File: config.mk
export PLATFORM = sky130hd
export DESIGN_NAME = spi_master
export DESIGN_NICKNAME = d
export VERILOG_FILES = /design/src/rtl/spi_pkg.sv /design/src/rtl/sclk_phase_timer.sv /design/src/rtl/spi_master.sv
export SDC_FILE = /design/constraint.sdc
export NUM_CORES = 1
export LEC_CHECK = 0
export ABC_AREA = 1
export BUFFER_PORTS_ARGS = -buffer_cell sky130_fd_sc_hd__buf_2
export CAP_MARGIN = 0
export CORE_MARGIN = 3
export CORE_UTILIZATION = 30
export CTS_BUF_LIST = sky130_fd_sc_hd__clkbuf_16
export DETAILED_ROUTE_END_ITERATION = 10
export HOLD_SLACK_MARGIN = 0.03
export SETUP_SLACK_MARGIN = 0.3
export SLEW_MARGIN = 10
export SYNTH_ARGS = -nofsm -noshare
export SYNTH_HDL_FRONTEND = slang
export SYNTH_SLANG_ARGS = --single-unit
File: constraint.sdc
create_clock -name CLK -period 1.7 [get_ports CLK]
set_input_delay 0.17 -clock CLK [delete_from_list [all_inputs] [get_ports CLK]]
set_output_delay 0.17 -clock CLK [all_outputs]
set_load 0.1 [all_outputs]
File: src/rtl/spi_pkg.sv
// Shared types and sizes for the mode-0 SPI master.
package spi_pkg;

    localparam int DATA_WIDTH = 8;
    localparam int BIT_CNT_W  = 4;
    localparam int TIMER_W    = 8;

    typedef enum logic [2:0] {
        IDLE,
        SETUP,
        LOW,
        HIGH,
        HOLD
    } spi_state_e;

endpackage

File: src/rtl/sclk_phase_timer.sv
// Loadable down-counter that times the CS setup, SCLK half-periods and CS hold.
module sclk_phase_timer
    import spi_pkg::*;
(
    input  logic               clk_i,
    input  logic               rst_i,
    input  logic               load_i,
    input  logic [TIMER_W-1:0] load_val_i,
    output logic               expire_o
);

    logic [TIMER_W-1:0] cnt_q;

    // NOTE: sequential state is only ever written with non-blocking assignments.
    always_ff @(posedge clk_i) begin
        if (rst_i) begin
            cnt_q <= '0;
        end else if (load_i) begin
            cnt_q <= load_val_i;
        end else if (cnt_q != '0) begin
            cnt_q <= cnt_q - 1'b1;
        end
    end

    assign expire_o = (cnt_q == '0);

endmodule

File: src/rtl/spi_master.sv
// Single-byte SPI master, mode 0, MSB first, with programmable CS setup/hold.
module spi_master
    import spi_pkg::*;
#(
    parameter int unsigned HALF_PERIOD = 4,
    parameter int unsigned CS_SETUP    = 2,
    parameter int unsigned CS_HOLD     = 2
) (
    input  logic                  CLK,
    input  logic                  RST,
    input  logic                  Start,
    input  logic [DATA_WIDTH-1:0] TXDataLine,
    input  logic                  MISO,
    output logic                  SCLK,
    output logic                  MOSI,
    output logic                  _CS,
    output logic [DATA_WIDTH-1:0] RXDataLine,
    output logic                  Busy,
    output logic                  TranscationCompleted
);

    // Timer loads are N-1 because the phase ends on the cycle the counter reads zero.
    localparam logic [TIMER_W-1:0]   SETUP_LOAD = TIMER_W'(CS_SETUP - 1);
    localparam logic [TIMER_W-1:0]   HALF_LOAD  = TIMER_W'(HALF_PERIOD - 1);
    localparam logic [TIMER_W-1:0]   HOLD_LOAD  = TIMER_W'(CS_HOLD - 1);
    localparam logic [BIT_CNT_W-1:0] LAST_BIT   = BIT_CNT_W'(DATA_WIDTH - 1);

    spi_state_e state_q, state_d;

    logic                  tmr_load;
    logic [TIMER_W-1:0]    tmr_val;
    logic                  tmr_expire;

    logic [BIT_CNT_W-1:0]  bit_cnt_q, bit_cnt_d;
    logic [DATA_WIDTH-1:0] tx_q, tx_d;
    logic [DATA_WIDTH-1:0] rx_sh_q, rx_sh_d;
    logic [DATA_WIDTH-1:0] rx_data_q, rx_data_d;
    logic                  sclk_q, sclk_d;
    logic                  mosi_q, mosi_d;
    logic                  cs_n_q, cs_n_d;
    logic                  busy_q, busy_d;
    logic                  done_q, done_d;

    sclk_phase_timer u_timer (
        .clk_i      (CLK),
        .rst_i      (RST),
        .load_i     (tmr_load),
        .load_val_i (tmr_val),
        .expire_o   (tmr_expire)
    );

    always_ff @(posedge CLK) begin
        if (RST) state_q <= IDLE;
        else     state_q <= state_d;
    end

    // NOTE: every combinational output gets a default first so no latch is inferred.
    always_comb begin
        state_d  = state_q;
        tmr_load = 1'b0;
        tmr_val  = '0;
        unique case (state_q)
            IDLE:  if (Start)      begin state_d = SETUP; tmr_load = 1'b1; tmr_val = SETUP_LOAD; end
            SETUP: if (tmr_expire) begin state_d = LOW;   tmr_load = 1'b1; tmr_val = HALF_LOAD;  end
            LOW:   if (tmr_expire) begin state_d = HIGH;  tmr_load = 1'b1; tmr_val = HALF_LOAD;  end
            HIGH: begin
                if (tmr_expire) begin
                    tmr_load = 1'b1;
                    if (bit_cnt_q == LAST_BIT) begin
                        state_d = HOLD;
                        tmr_val = HOLD_LOAD;
                    end else begin
                        state_d = LOW;
                        tmr_val = HALF_LOAD;
                    end
                end
            end
            HOLD:  if (tmr_expire) state_d = IDLE;
            default: state_d = IDLE;
        endcase
    end

    always_comb begin
        bit_cnt_d = bit_cnt_q;
        tx_d      = tx_q;
        rx_sh_d   = rx_sh_q;
        rx_data_d = rx_data_q;
        sclk_d    = sclk_q;
        mosi_d    = mosi_q;
        cs_n_d    = cs_n_q;
        busy_d    = busy_q;
        done_d    = 1'b0;
        unique case (state_q)
            IDLE: begin
                if (Start) begin
                    tx_d      = TXDataLine;
                    mosi_d    = TXDataLine[DATA_WIDTH-1];
                    bit_cnt_d = '0;
                    cs_n_d    = 1'b0;
                    busy_d    = 1'b1;
                end
            end
            SETUP: if (tmr_expire) sclk_d = 1'b0;
            LOW: begin
                if (tmr_expire) begin
                    sclk_d  = 1'b1;
                    rx_sh_d = {rx_sh_q[DATA_WIDTH-2:0], MISO};
                end
            end
            HIGH: begin
                if (tmr_expire) begin
                    sclk_d    = 1'b0;
                    bit_cnt_d = bit_cnt_q + 1'b1;
                    // The last bit stays on MOSI through HOLD.
                    if (bit_cnt_q != LAST_BIT) begin
                        tx_d   = {tx_q[DATA_WIDTH-2:0], tx_q[DATA_WIDTH-1]};
                        mosi_d = tx_q[DATA_WIDTH-2];
                    end
                end
            end
            HOLD: begin
                if (tmr_expire) begin
                    cs_n_d    = 1'b1;
                    busy_d    = 1'b0;
                    mosi_d    = 1'b0;
                    done_d    = 1'b1;
                    rx_data_d = rx_sh_q;
                end
            end
            default: ;
        endcase
    end

    always_ff @(posedge CLK) begin
        if (RST) begin
            bit_cnt_q <= '0;
            tx_q      <= '0;
            rx_sh_q   <= '0;
            rx_data_q <= '0;
            sclk_q    <= 1'b0;
            mosi_q    <= 1'b0;
            cs_n_q    <= 1'b1;
            busy_q    <= 1'b0;
            done_q    <= 1'b0;
        end else begin
            bit_cnt_q <= bit_cnt_d;
            tx_q      <= tx_d;
            rx_sh_q   <= rx_sh_d;
            rx_data_q <= rx_data_d;
            sclk_q    <= sclk_d;
            mosi_q    <= mosi_d;
            cs_n_q    <= cs_n_d;
            busy_q    <= busy_d;
            done_q    <= done_d;
        end
    end

    assign SCLK                 = sclk_q;
    assign MOSI                 = mosi_q;
    assign _CS                  = cs_n_q;
    assign RXDataLine           = rx_data_q;
    assign Busy                 = busy_q;
    assign TranscationCompleted = done_q;

endmodule
==> results.md <==
- The run finished with clean final reports.
- The fraction of power consumed by the clock network is 19.3%.
- In the final layout, the share of cells above drive strength 1 is 32.9%.
- Each instance of the synthesized netlist takes up on average just over 7 sq um.
- After Yosys synthesis, and, or, nand and nor cells account for 33.3% of the synthesized area.
- Summing all non-filler instances in the final layout gives an area of 2910 sq um.
- The overall die height is 90.1 microns.
- After synthesis, the cell types taking the most area are sky130_fd_sc_hd__dfxtp_1 41%, sky130_fd_sc_hd__nand2_1 13%, sky130_fd_sc_hd__nor2_1 6.9%, sky130_fd_sc_hd__a21oi_1 5.7%, sky130_fd_sc_hd__o21ai_0 4.7%.
- The net count of the finished layout is 359.
- The highest ir drop seen on vdd is about 0.73 mV.
- The final layout contains routed wiring with a total length of 5280 microns.
- The initial core utilization is 31.1%.
- The area growth from synthesis to layout is 37.1%.
- Counting the fill cells in the layout gives 698.
- The setup-violating endpoint count in the final report is 0.
- At the end of routability-driven placement, the weighted congestion stood at 0.782.
- The type of origin of the critical path is a flop.
- In this run switching power makes up between 40% and 50% of total power.
- Detailed placement ended at an HPWL of 3110 microns.
- The most used flip-flop cell after synthesis is sky130_fd_sc_hd__dfxtp_1.
- The worst setup path is captured at a flop.
- Summing all placed instances gives a cell area of 2330 sq um.
- The slowest stage of the critical path belongs to the cell sky130_fd_sc_hd__dfxtp_2.
- The net load switching power is about 0.0025 W.
- The worst path needs 1.45 ns of the cycle, external delays included.
- After synthesis the netlist holds a flip-flop and latch count of 44.
- The data required time at the worst endpoint is 1.93 ns.
- The share of flip-flops with an asynchronous set or reset is 0%.
- The average wire length per cell after detail routing is 12.0 microns.
- The data arrival time of the critical path is 1.67 ns.
- Internal power comes to 0.00336 W.
- The per-cell via count in the routed design is between 4 and 5.
- The period utilization is 85.2%.
- The pin count of the biggest net entering global routing is 19.
- The fraction of post-synthesis cell area in the top cell type by area is approximately 41%.
- After synthesis, the netlist uses 30 different library cells.
- The tool flagged a number of max-cap violations equal to 0.
- Pin placement for this block handled 25 I/O pins.
- The synthesized design contains 0 enable-type register cells.
- For this run, the number of Yosys warnings is 0.
- Across all layers, the routed design uses around 2000 vias.
- The clock passes through at most 2 buffers.
- Along the worst path, the maximum fanout reaches 7.
- In this run, the combinational gates consume between 50% and 60% of the power.
- For the pin with the worst max-slew slack, the measured transition is 0.496 ns.
- The category of the most critical setup path is flop to flop.
- The most area-hungry cell type in the Yosys netlist is sky130_fd_sc_hd__dfxtp_1.
- The largest family of logic cells by synthesized area is simple AND/OR/NAND/NOR gates.
- Measured against the total synthesized area, the mux share comes to 0%.
- The multi-input combinational cell area is 1210 sq um.
- The class of the tightest hold or removal check is primary input to flop.
- The remaining antenna violation count is 0.
- Dividing total power by cell area gives a power density of 2010 nW/um^2.
- The total overflow reported by the global router is 0.
- The analysis attributes to cell leakage a power of 1.31 nW.
- Counting every net in the synthesized netlist gives 310.
- The total area of sequential cells is 898 sq um.
- The maximum achievable frequency is 691 MHz.
- Counting stages on the worst path, the most repeated cell is sky130_fd_sc_hd__a21oi_4.
- The power share of the sequential group is between 20% and 30%.
- In this run the clock root is driven by a sky130_fd_sc_hd__clkbuf_16.
- The number of antenna violations at the first check in global routing is 0.
- The total count of max-transition violations in the final report is 0.
- The post-synthesis instance area is between 2000 and 2500 sq um.
- The remaining max-slew budget at the tightest pin is 67.2%.
- Counting the buffers created by CTS gives 5.
- The total area inside the core boundary comes to 6830 sq um.
- The cell count after synthesis came out at 296.
- Sequential elements use around two fifths of the synthesized area.
- Summing the areas of all xor and xnor instances in the mapped netlist gives 1.24% of the synthesized area.
- Global routing used ~13% of the available tracks across all layers.
- The count of buffers inserted at the top-level ports is 24.
- For this run, the slowest stage of the critical path takes 0.34 ns.
- The post-route DRC violation count is 0.
- The synthesized netlist devotes between 10% and 20% of its cell area to compound gates.
- The clock network latency to the later pin of the worst-skew pair is 0.29 ns.
- In this run, the number of DRC markers left after iteration 0 of detailed routing was 164.
- Clock-pin slew was measured on the worst setup and hold paths at 0.07 ns.
- The clock tree synthesis step divided the H-tree into 2 levels.
- The count of hold-fix buffers inserted at cts is 0.
- Setup repair after global routing could not meet its margin everywhere.
- The detailed-routing iteration count for the pre-antenna-repair pass is 4.
- In this run the core area contains 30 standard-cell rows.
- Measured along the x axis, the die boundary spans 90.1 microns.
- TritonCTS built the clock tree.
- The setup TNS is 0 ns.
- The via count of the first global-routing pass came to between 1500 and 2000.
- The adder-cell area share of the yosys netlist is 1.18%.
- The wire length of the first global-routing pass is 8450 microns.
- The number of hold violations in the final report is 0.
- The signal on the critical path passes through inv_2 > ha_4 > nand2_4 > nor2_8 > buf_12 > a21oi_4 > buf_6 > a21oi_4 > nor2_1.
- The total die area is 8120 sq um.
- The number of antenna diodes in the final layout is 0.
- The final worst clock skew is 0.00653 ns.
- The tree built by TritonCTS fans out to 44 sinks.
[worst paths after layout]
kind | startpoint | endpoint | slack (ns) | cells past startpoint
worst min register to register | RXDataLine[0]$_SDFFE_PP0P_ | RXDataLine[0]$_SDFFE_PP0P_ | 0.45 | 2
worst max register to register | u_timer.cnt_q[0]$_SDFFE_PP0P_ | u_timer.cnt_q[1]$_SDFFE_PP0P_ | 0.25 | 9
worst max-delay path | u_timer.cnt_q[0]$_SDFFE_PP0P_ | u_timer.cnt_q[1]$_SDFFE_PP0P_ | 0.25 | 9
worst min-delay path | MISO | rx_sh_q[0]$_SDFFE_PP0P_ | 0.13 | 3
[cell usage in the layout, fill, tap and decap left out, types with 8 or more instances in the layout]
master	count
sky130_fd_sc_hd__a21oi_1	19
sky130_fd_sc_hd__buf_2	24
sky130_fd_sc_hd__buf_4	18
sky130_fd_sc_hd__dfxtp_1	34
sky130_fd_sc_hd__dfxtp_2	8
sky130_fd_sc_hd__inv_1	22
sky130_fd_sc_hd__nand2_1	69
sky130_fd_sc_hd__nand2_2	10
sky130_fd_sc_hd__nand3_1	13
sky130_fd_sc_hd__nand3b_1	8
sky130_fd_sc_hd__nor2_1	33
sky130_fd_sc_hd__o21ai_0	13
sky130_fd_sc_hd__o21ai_1	9
[synthesized netlist by cell type (2+ instances only)]
library cell,instances
sky130_fd_sc_hd__o21ai_1,3
sky130_fd_sc_hd__nand2_2,4
sky130_fd_sc_hd__nor2_2,5
sky130_fd_sc_hd__a21oi_2,2
sky130_fd_sc_hd__nand2_1,76
sky130_fd_sc_hd__xor2_1,3
sky130_fd_sc_hd__o21ai_0,20
sky130_fd_sc_hd__nand3_1,14
sky130_fd_sc_hd__buf_6,6
sky130_fd_sc_hd__buf_2,3
sky130_fd_sc_hd__a21oi_1,24
sky130_fd_sc_hd__nand2_4,3
sky130_fd_sc_hd__ha_1,2
sky130_fd_sc_hd__nand3b_1,8
sky130_fd_sc_hd__nor2_1,39
sky130_fd_sc_hd__inv_1,26
sky130_fd_sc_hd__dfxtp_1,44
sky130_fd_sc_hd__nor3_1,2
[through the flow]
step,total power [W],cells,setup slack (ns),util (%),hold WS (ns)
after floorplan,0.00334,296,0.323,-,0.311
after global placement,0.00363,410,0.171,34.1,0.419
after detailed placement,0.00365,410,0.138,34.1,0.441
after CTS,0.00524,428,0.302,39.1,0.132
after global routing,0.00628,442,0.142,42.6,0.162
final,0.00585,442,0.252,42.6,0.127
[power groups by stage]
stage          Sequential [W]  Clock (W)  Combinational [W]
3_5_place_dp          0.00150          0            0.00215
5_1_grt               0.00160    0.00120            0.00348
4_1_cts               0.00152    0.00115            0.00257
2_1_floorplan         0.00169          0            0.00165
3_3_place_gp          0.00150          0            0.00213
6_report              0.00156    0.00113            0.00316
[logic make-up after synthesis]
group,count (synthesis)
xor+xnor,3
buf+inv,38
fa+ha+maj,2
compound gates,54
flops,44
simple gates,155
[worst max-delay path: cells and delay by family, from the launching register on]
| family | cells | cell delay (ns) |
|---|---|---|
| flip-flops | 1 | 0.34 |
| AO/OA/AOI/OAI | 2 | 0.30 |
| adder cells (fa/ha/maj) | 1 | 0.16 |
| AND/OR/NAND/NOR | 3 | 0.24 |
| buffers and inverters | 3 | 0.33 |
[timing repair]
item                       CTS  global route
gates resized for setup     22            39
cloned                       1             2
buffers inserted             9            12
pin swaps                    8            12
setup endpoints to repair   39            41
[state kept, by name, indices dropped and copies added (netlist names)]
| register | count |
|---|---|
| state_q | 3 |
| TranscationCompleted | 1 |
| bit_cnt_q | 4 |
| tx_q | 8 |
| RXDataLine | 8 |
| rx_sh_q | 8 |
| SCLK | 1 |
| _CS | 1 |
| u_timer.cnt_q | 8 |
| MOSI | 1 |
| Busy | 1 |
[area by class of cell]
cell class	count	area share, %
flip-flops and latches	44	30.9
repair buffers	51	14.0
clock buffers	5	4.30
well taps	96	4.13
inverters	27	3.57
clock inverters	3	1.59
multi-input cells	216	41.5
[routing by layer]
| layer | global-route usage [%] | wire, microns | share of wire [%] |
|---|---|---|---|
| met1 | 16.1 | 2390 | 45 |
| met2 | 20.2 | 2580 | 49 |
| met3 | 3.18 | 209 | 4.0 |
| met4 | 5.36 | 103 | 1.9 |
| met5 | 0 | 0 | 0 |
Note: power is estimated with default switching activity, not from simulation.
